### src/rtl/ws2812_pkg.sv
// Shared types and default 50 MHz timing for the WS2812 frame transmitter.
package ws2812_pkg;

    typedef enum logic [1:0] {
        StIdle,
        StHigh,
        StLow,
        StLatch
    } state_e;

    localparam int unsigned DefaultNumBytes   = 16;
    localparam int unsigned DefaultT0h        = 20;
    localparam int unsigned DefaultT1h        = 40;
    localparam int unsigned DefaultBitCycles  = 63;
    localparam int unsigned DefaultResetCycles = 3000;

    function automatic int unsigned frame_bits(input int unsigned num_bytes);
        return 8 * num_bytes;
    endfunction

endpackage

### src/rtl/ws2812_bit_encoder.sv
// Generates one NRZ pulse-width encoded bit period; a go in the bit_done cycle chains
// the next bit with no gap.
module ws2812_bit_encoder
    import ws2812_pkg::*;
#(
    parameter int unsigned T0H        = DefaultT0h,
    parameter int unsigned T1H        = DefaultT1h,
    parameter int unsigned BIT_CYCLES = DefaultBitCycles
) (
    input  logic clk,
    input  logic rst_n,
    input  logic go_i,
    input  logic bit_i,
    output logic wave_o,
    output logic high_end_o,
    output logic bit_done_o
);

    localparam int unsigned CntW = $clog2(BIT_CYCLES + 1);
    localparam logic [CntW-1:0] T0hC    = CntW'(T0H);
    localparam logic [CntW-1:0] T1hC    = CntW'(T1H);
    localparam logic [CntW-1:0] LastCnt = CntW'(BIT_CYCLES - 1);

    logic            active_q, active_d;
    logic            val_q, val_d;
    logic [CntW-1:0] cnt_q, cnt_d;
    logic            wave_q, wave_d;
    logic [CntW-1:0] high_len;

    always_comb begin
        active_d   = active_q;
        val_d      = val_q;
        cnt_d      = cnt_q;
        high_len   = val_q ? T1hC : T0hC;
        high_end_o = active_q && (cnt_q == high_len - 1'b1);
        bit_done_o = active_q && (cnt_q == LastCnt);

        if (go_i) begin
            active_d = 1'b1;
            val_d    = bit_i;
            cnt_d    = '0;
        end else if (bit_done_o) begin
            active_d = 1'b0;
            cnt_d    = '0;
        end else if (active_q) begin
            cnt_d = cnt_q + 1'b1;
        end

        // Waveform is registered, so it is computed from the next-state phase.
        wave_d = active_d && (cnt_d < (val_d ? T1hC : T0hC));
    end

    always_ff @(posedge clk or negedge rst_n) begin
        if (!rst_n) begin
            active_q <= 1'b0;
            val_q    <= 1'b0;
            cnt_q    <= '0;
            wave_q   <= 1'b0;
        end else begin
            active_q <= active_d;
            val_q    <= val_d;
            cnt_q    <= cnt_d;
            wave_q   <= wave_d;
        end
    end

    assign wave_o = wave_q;

endmodule

### src/rtl/ws2812_frame_tx.sv
// Snapshots the LED data bank on start, serialises it MSB-first byte 0 upward onto the
// WS2812 line, then holds the latch interval and pulses done.
module ws2812_frame_tx
    import ws2812_pkg::*;
#(
    parameter int unsigned NUM_BYTES    = DefaultNumBytes,
    parameter int unsigned T0H          = DefaultT0h,
    parameter int unsigned T1H          = DefaultT1h,
    parameter int unsigned BIT_CYCLES   = DefaultBitCycles,
    parameter int unsigned RESET_CYCLES = DefaultResetCycles
) (
    input  logic                   clk,
    input  logic                   rst_n,
    input  logic [8*NUM_BYTES-1:0] frame_in,
    input  logic                   start,
    output logic                   busy,
    output logic                   done,
    output logic                   dout
);

    localparam int unsigned FrameBits = frame_bits(NUM_BYTES);
    localparam int unsigned IdxW      = $clog2(FrameBits);
    localparam int unsigned LatchW    = $clog2(RESET_CYCLES + 1);
    localparam logic [IdxW-1:0]   LastIdx   = IdxW'(FrameBits - 1);
    localparam logic [LatchW-1:0] LatchLast = LatchW'(RESET_CYCLES - 1);

    state_e               state_q, state_d;
    logic [FrameBits-1:0] shadow_q, shadow_d;
    logic [IdxW-1:0]      idx_q, idx_d;
    logic [IdxW-1:0]      idx_next;
    logic [LatchW-1:0]    latch_q, latch_d;
    logic                 done_q, done_d;
    logic                 enc_go, enc_bit, enc_high_end, enc_bit_done;

    always_comb begin
        state_d  = state_q;
        shadow_d = shadow_q;
        idx_d    = idx_q;
        latch_d  = latch_q;
        done_d   = 1'b0;
        enc_go   = 1'b0;
        enc_bit  = 1'b0;
        idx_next = idx_q + 1'b1;

        unique case (state_q)
            StIdle: begin
                if (start) begin
                    shadow_d = frame_in;
                    idx_d    = '0;
                    latch_d  = '0;
                    enc_go   = 1'b1;
                    enc_bit  = frame_in[7];
                    state_d  = StHigh;
                end
            end
            StHigh: begin
                if (enc_high_end) state_d = StLow;
            end
            StLow: begin
                if (enc_bit_done) begin
                    if (idx_q == LastIdx) begin
                        latch_d = '0;
                        state_d = StLatch;
                    end else begin
                        idx_d   = idx_next;
                        enc_go  = 1'b1;
                        // Flipping the low three index bits walks each byte MSB first.
                        enc_bit = shadow_q[idx_next ^ IdxW'(7)];
                        state_d = StHigh;
                    end
                end
            end
            StLatch: begin
                if (latch_q == LatchLast) begin
                    done_d  = 1'b1;
                    state_d = StIdle;
                end else begin
                    latch_d = latch_q + 1'b1;
                end
            end
            default: state_d = StIdle;
        endcase
    end

    always_ff @(posedge clk or negedge rst_n) begin
        if (!rst_n) begin
            state_q  <= StIdle;
            shadow_q <= '0;
            idx_q    <= '0;
            latch_q  <= '0;
            done_q   <= 1'b0;
        end else begin
            state_q  <= state_d;
            shadow_q <= shadow_d;
            idx_q    <= idx_d;
            latch_q  <= latch_d;
            done_q   <= done_d;
        end
    end

    ws2812_bit_encoder #(
        .T0H        (T0H),
        .T1H        (T1H),
        .BIT_CYCLES (BIT_CYCLES)
    ) u_bit_encoder (
        .clk        (clk),
        .rst_n      (rst_n),
        .go_i       (enc_go),
        .bit_i      (enc_bit),
        .wave_o     (dout),
        .high_end_o (enc_high_end),
        .bit_done_o (enc_bit_done)
    );

    assign busy = (state_q != StIdle);
    assign done = done_q;

endmodule

### config.mk
export PLATFORM = sky130hd
export DESIGN_NAME = ws2812_frame_tx
export DESIGN_NICKNAME = d
export VERILOG_FILES = /design/src/rtl/ws2812_pkg.sv /design/src/rtl/ws2812_bit_encoder.sv /design/src/rtl/ws2812_frame_tx.sv
export SDC_FILE = /design/constraint.sdc
export NUM_CORES = 1
export LEC_CHECK = 0
export ABC_AREA = 0
export BUFFER_PORTS_ARGS = -buffer_cell sky130_fd_sc_hd__buf_2
export CORE_MARGIN = 8
export CORE_UTILIZATION = 61
export DETAILED_ROUTE_END_ITERATION = 10
export HOLD_SLACK_MARGIN = 0.08
export PLACE_DENSITY_LB_ADDON = 0.25
export SYNTH_ARGS = -nofsm -noshare
export SYNTH_HDL_FRONTEND = slang
export SYNTH_HIERARCHICAL = 1
export SYNTH_SLANG_ARGS = --single-unit
### constraint.sdc
create_clock -name clk -period 5.4 [get_ports clk]
set_input_delay 0.54 -clock clk [delete_from_list [all_inputs] [get_ports clk]]
set_output_delay 0.54 -clock clk [all_outputs]
set_load 0.005 [all_outputs]
==> results.sh <==
export IMPL_cts_sinks=159
export IMPL_clockBufferDepth=2
export IMPL_yosys_area_top_type="dfrtp_1"
export IMPL_drive_gt1_share_pct=21.4
export IMPL_grt_pass1_vias=6504
export IMPL_synth_area_leaders="dfrtp_1, nand2_1, mux4_1"
export IMPL_drc=0
export IMPL_drv_slew=0
export IMPL_ant_nets=0
export IMPL_drtIter0Drc=417
export IMPL_numPortBuffers=133
export IMPL_cp_start_kind="flop"
export IMPL_min_period_ps=4140
export IMPL_hold_violations=0
export IMPL_worstPathArrival_ps=4520
export IMPL_antenna_found_initial=0
export IMPL_num_rows=41
export IMPL_htreeDepth=4
export IMPL_reg2reg_to="u_bit_encoder/wave_o"
export IMPL_die_area_um2=16500
export IMPL_max_freq_ghz=0.241
export IMPL_setup_viol=0
export IMPL_synth_seq_cells=159
export IMPL_routed_wirelength_mm=18.9
export IMPL_antenna_cells=0
export IMPL_grt_overflow_total=0
export IMPL_routedWlPerCell_um=16.9
export IMPL_finalSetupTns_ps=0
export IMPL_use_met1_pct=28.4
export IMPL_r2r_start="idx_q[1]"
export IMPL_p_per_area_nw_per_um2=277
export IMPL_cts_resized=0
export IMPL_synth_edf_count=0
export IMPL_numCtsBuffers=17
export IMPL_grt_busiest_layer="met2"
export IMPL_synthFlopType="dfrtp_1"
export IMPL_hold_class="in2async"
export IMPL_area_growth_pct=17.4
export IMPL_dr_pass1_iters=5
export IMPL_final_nets=1069
export IMPL_placed_cells=1084
export IMPL_dp_hpwl_mm=12.7
export IMPL_syn_inst=818
export IMPL_cp_max_fo=33
export IMPL_synth_commonest_cells="nand2_1, dfrtp_1, clkbuf_1, o21ai_0"
export IMPL_reg2reg_slack_ps=1260
export IMPL_synth_top_area_share_pct=51.5
export IMPL_cp_required_ps=5780
export IMPL_fin_cells=1116
export IMPL_syn_num_nets=956
export IMPL_seq_area_frac_synth_pct=51.5
export IMPL_grt_use_met3_pct=6.33
export IMPL_nFillCells=974
export IMPL_grt_pass1_wl_mm=30.9
export IMPL_tightest_slew_ps=889
export IMPL_cts_hold_buf=0
export IMPL_io_pins=134
export IMPL_max_slew_margin_rel_pct=40.6
export IMPL_clockRootBuffer="clkbuf_16"
export IMPL_ff2ff_path_depth=13
export IMPL_status="complete, no violations"
export IMPL_cts_reportedPaths_clkPinSlew_ps=60
export IMPL_gp_congestion=0.827
export IMPL_postLayoutCoreUtil_pct=72.6
export IMPL_synth_distinct_cells=54
export IMPL_finalClockSkew_ps=6.43
export IMPL_p_leak_nw=4.95
export IMPL_viasPerCell=5.56
export IMPL_ys_warnings_count=6
export IMPL_grt_max_degree=100
export IMPL_met2_usage_pct=41.4
export IMPL_die_w_um=129
export IMPL_synth_async_reset_ratio_pct=100
export IMPL_cts_setup_buffers=0
export IMPL_rsz0062_at_grt="no"
export IMPL_via_count=6203
export IMPL_power_w=0.00252
export IMPL_path_class="reg2reg"
export IMPL_ir_drop_uv=254
export IMPL_groute_usage_overall_pct=24.1
export IMPL_initial_core_util_pct=61.8
export IMPL_period_share_pct=76.7
export IMPL_design_core_area_um2=12500
export IMPL_die_height_um=129
export IMPL_synth_most_common_cell="nand2_1"
export IMPL_synth_avg_cell_area_um2=9.45
export IMPL_cp_end_kind="flop"
export IMPL_cts_tree="built"
export IMPL_max_cap_viol_count=0
export IMPL_clkLatencyLatePin_ps=440
export IMPL_syn_area_um2=7730
-- power by group --
| group | internal [W] | leakage, nW | total, W | switching, W |
|---|---|---|---|---|
| Clock | 0.000761 | 0.303 | 0.00125 | 0.000492 |
| Sequential | 0.00119 | 2.16 | 0.00119 | 0 |
| Combinational | 0.0000344 | 2.49 | 0.0000705 | 0.0000361 |
| Total | 0.00199 | 4.95 | 0.00252 | 0.000529 |
-- layout by cell type (no fill, tap or decap), drive strengths merged, types with 7 or more instances in the layout --
cell type  synthesis  final
buf               10    138
nand2            404    404
nand3             17     17
dfrtp            159    159
o21ai             31     31
nor2              18     18
ha                 7      7
mux2i             11     11
mux4              32     32
a31oi              7      7
clkbuf            34     23
inv                6     10
a21oi             10     10
-- routing by layer --
metal	part of all wire, %	vias to the layer above
li1	-	2955
met1	41	3015
met2	52	187
met3	4.9	46
met4	2.8	0
met5	0	-
-- how the worst max path moves through the flow --
stage	from	end	slack [ps]	depth (start not counted)
after floorplan	idx_q[0]	u_bit_encoder/wave_o	2120	15
after global placement	idx_q[1]	u_bit_encoder/wave_o	1540	13
after detailed placement	idx_q[1]	u_bit_encoder/wave_o	1360	13
after CTS	idx_q[1]	u_bit_encoder/wave_o	1300	13
after global routing	idx_q[1]	u_bit_encoder/wave_o	990	13
final	idx_q[1]	u_bit_encoder/wave_o	1260	13
-- flip-flops by register name, indices dropped and copies added (netlist names) --
signal and cells:
shadow_q 128, latch_q 12, idx_q 7, u_bit_encoder/cnt_q 6
state_q 2, done 1, u_bit_encoder/active_q 1, u_bit_encoder/val_q 1
u_bit_encoder/wave_o 1
-- area by class of cell --
type                       instances  area, um^2  area share (%)
multi-input combinational        609        3510            38.7
tap                              172         215            2.37
sequential                       159        3980            43.8
clock inverter                     9         119            1.31
inverter                           6        22.5           0.248
timing repair buffer             138         722            7.95
clock buffer                      23         508            5.59
-- critical path: stages (launching register included) --
cell and delay [ps]:
dfrtp_1 440, ha_2 880, mux4_1 400, and2b_1 180, a211oi_1 300, a2111oi_0 130
o31ai_1 380, o211ai_1 170, mux2i_1 330, inv_1 110, ha_1 320, a21o_1 160
a21oi_1 130, o211a_1 140
-- per-stage QoR --
stage	cell area [um^2]	setup WS [ps]	hold WS [ps]
final	9080	1260	212
after global routing	9080	988	275
after CTS	9080	1300	240
after detailed placement	8450	1360	455
after global placement	8450	1540	453
after floorplan	7730	2120	244
-- cells by family (layout without fill, tap and decap cells) --
logic type | count (synthesis) | count (layout) | synth area share (%)
compound gates | 74 | 74 | 6.12
flops | 159 | 159 | 51.5
xor+xnor | 7 | 7 | 0.987
simple gates | 474 | 474 | 24.8
buf+inv | 50 | 176 | 3.32
fa+ha+maj | 7 | 7 | 1.13
mux | 47 | 47 | 12.2
(Power assumes the default switching activity.)
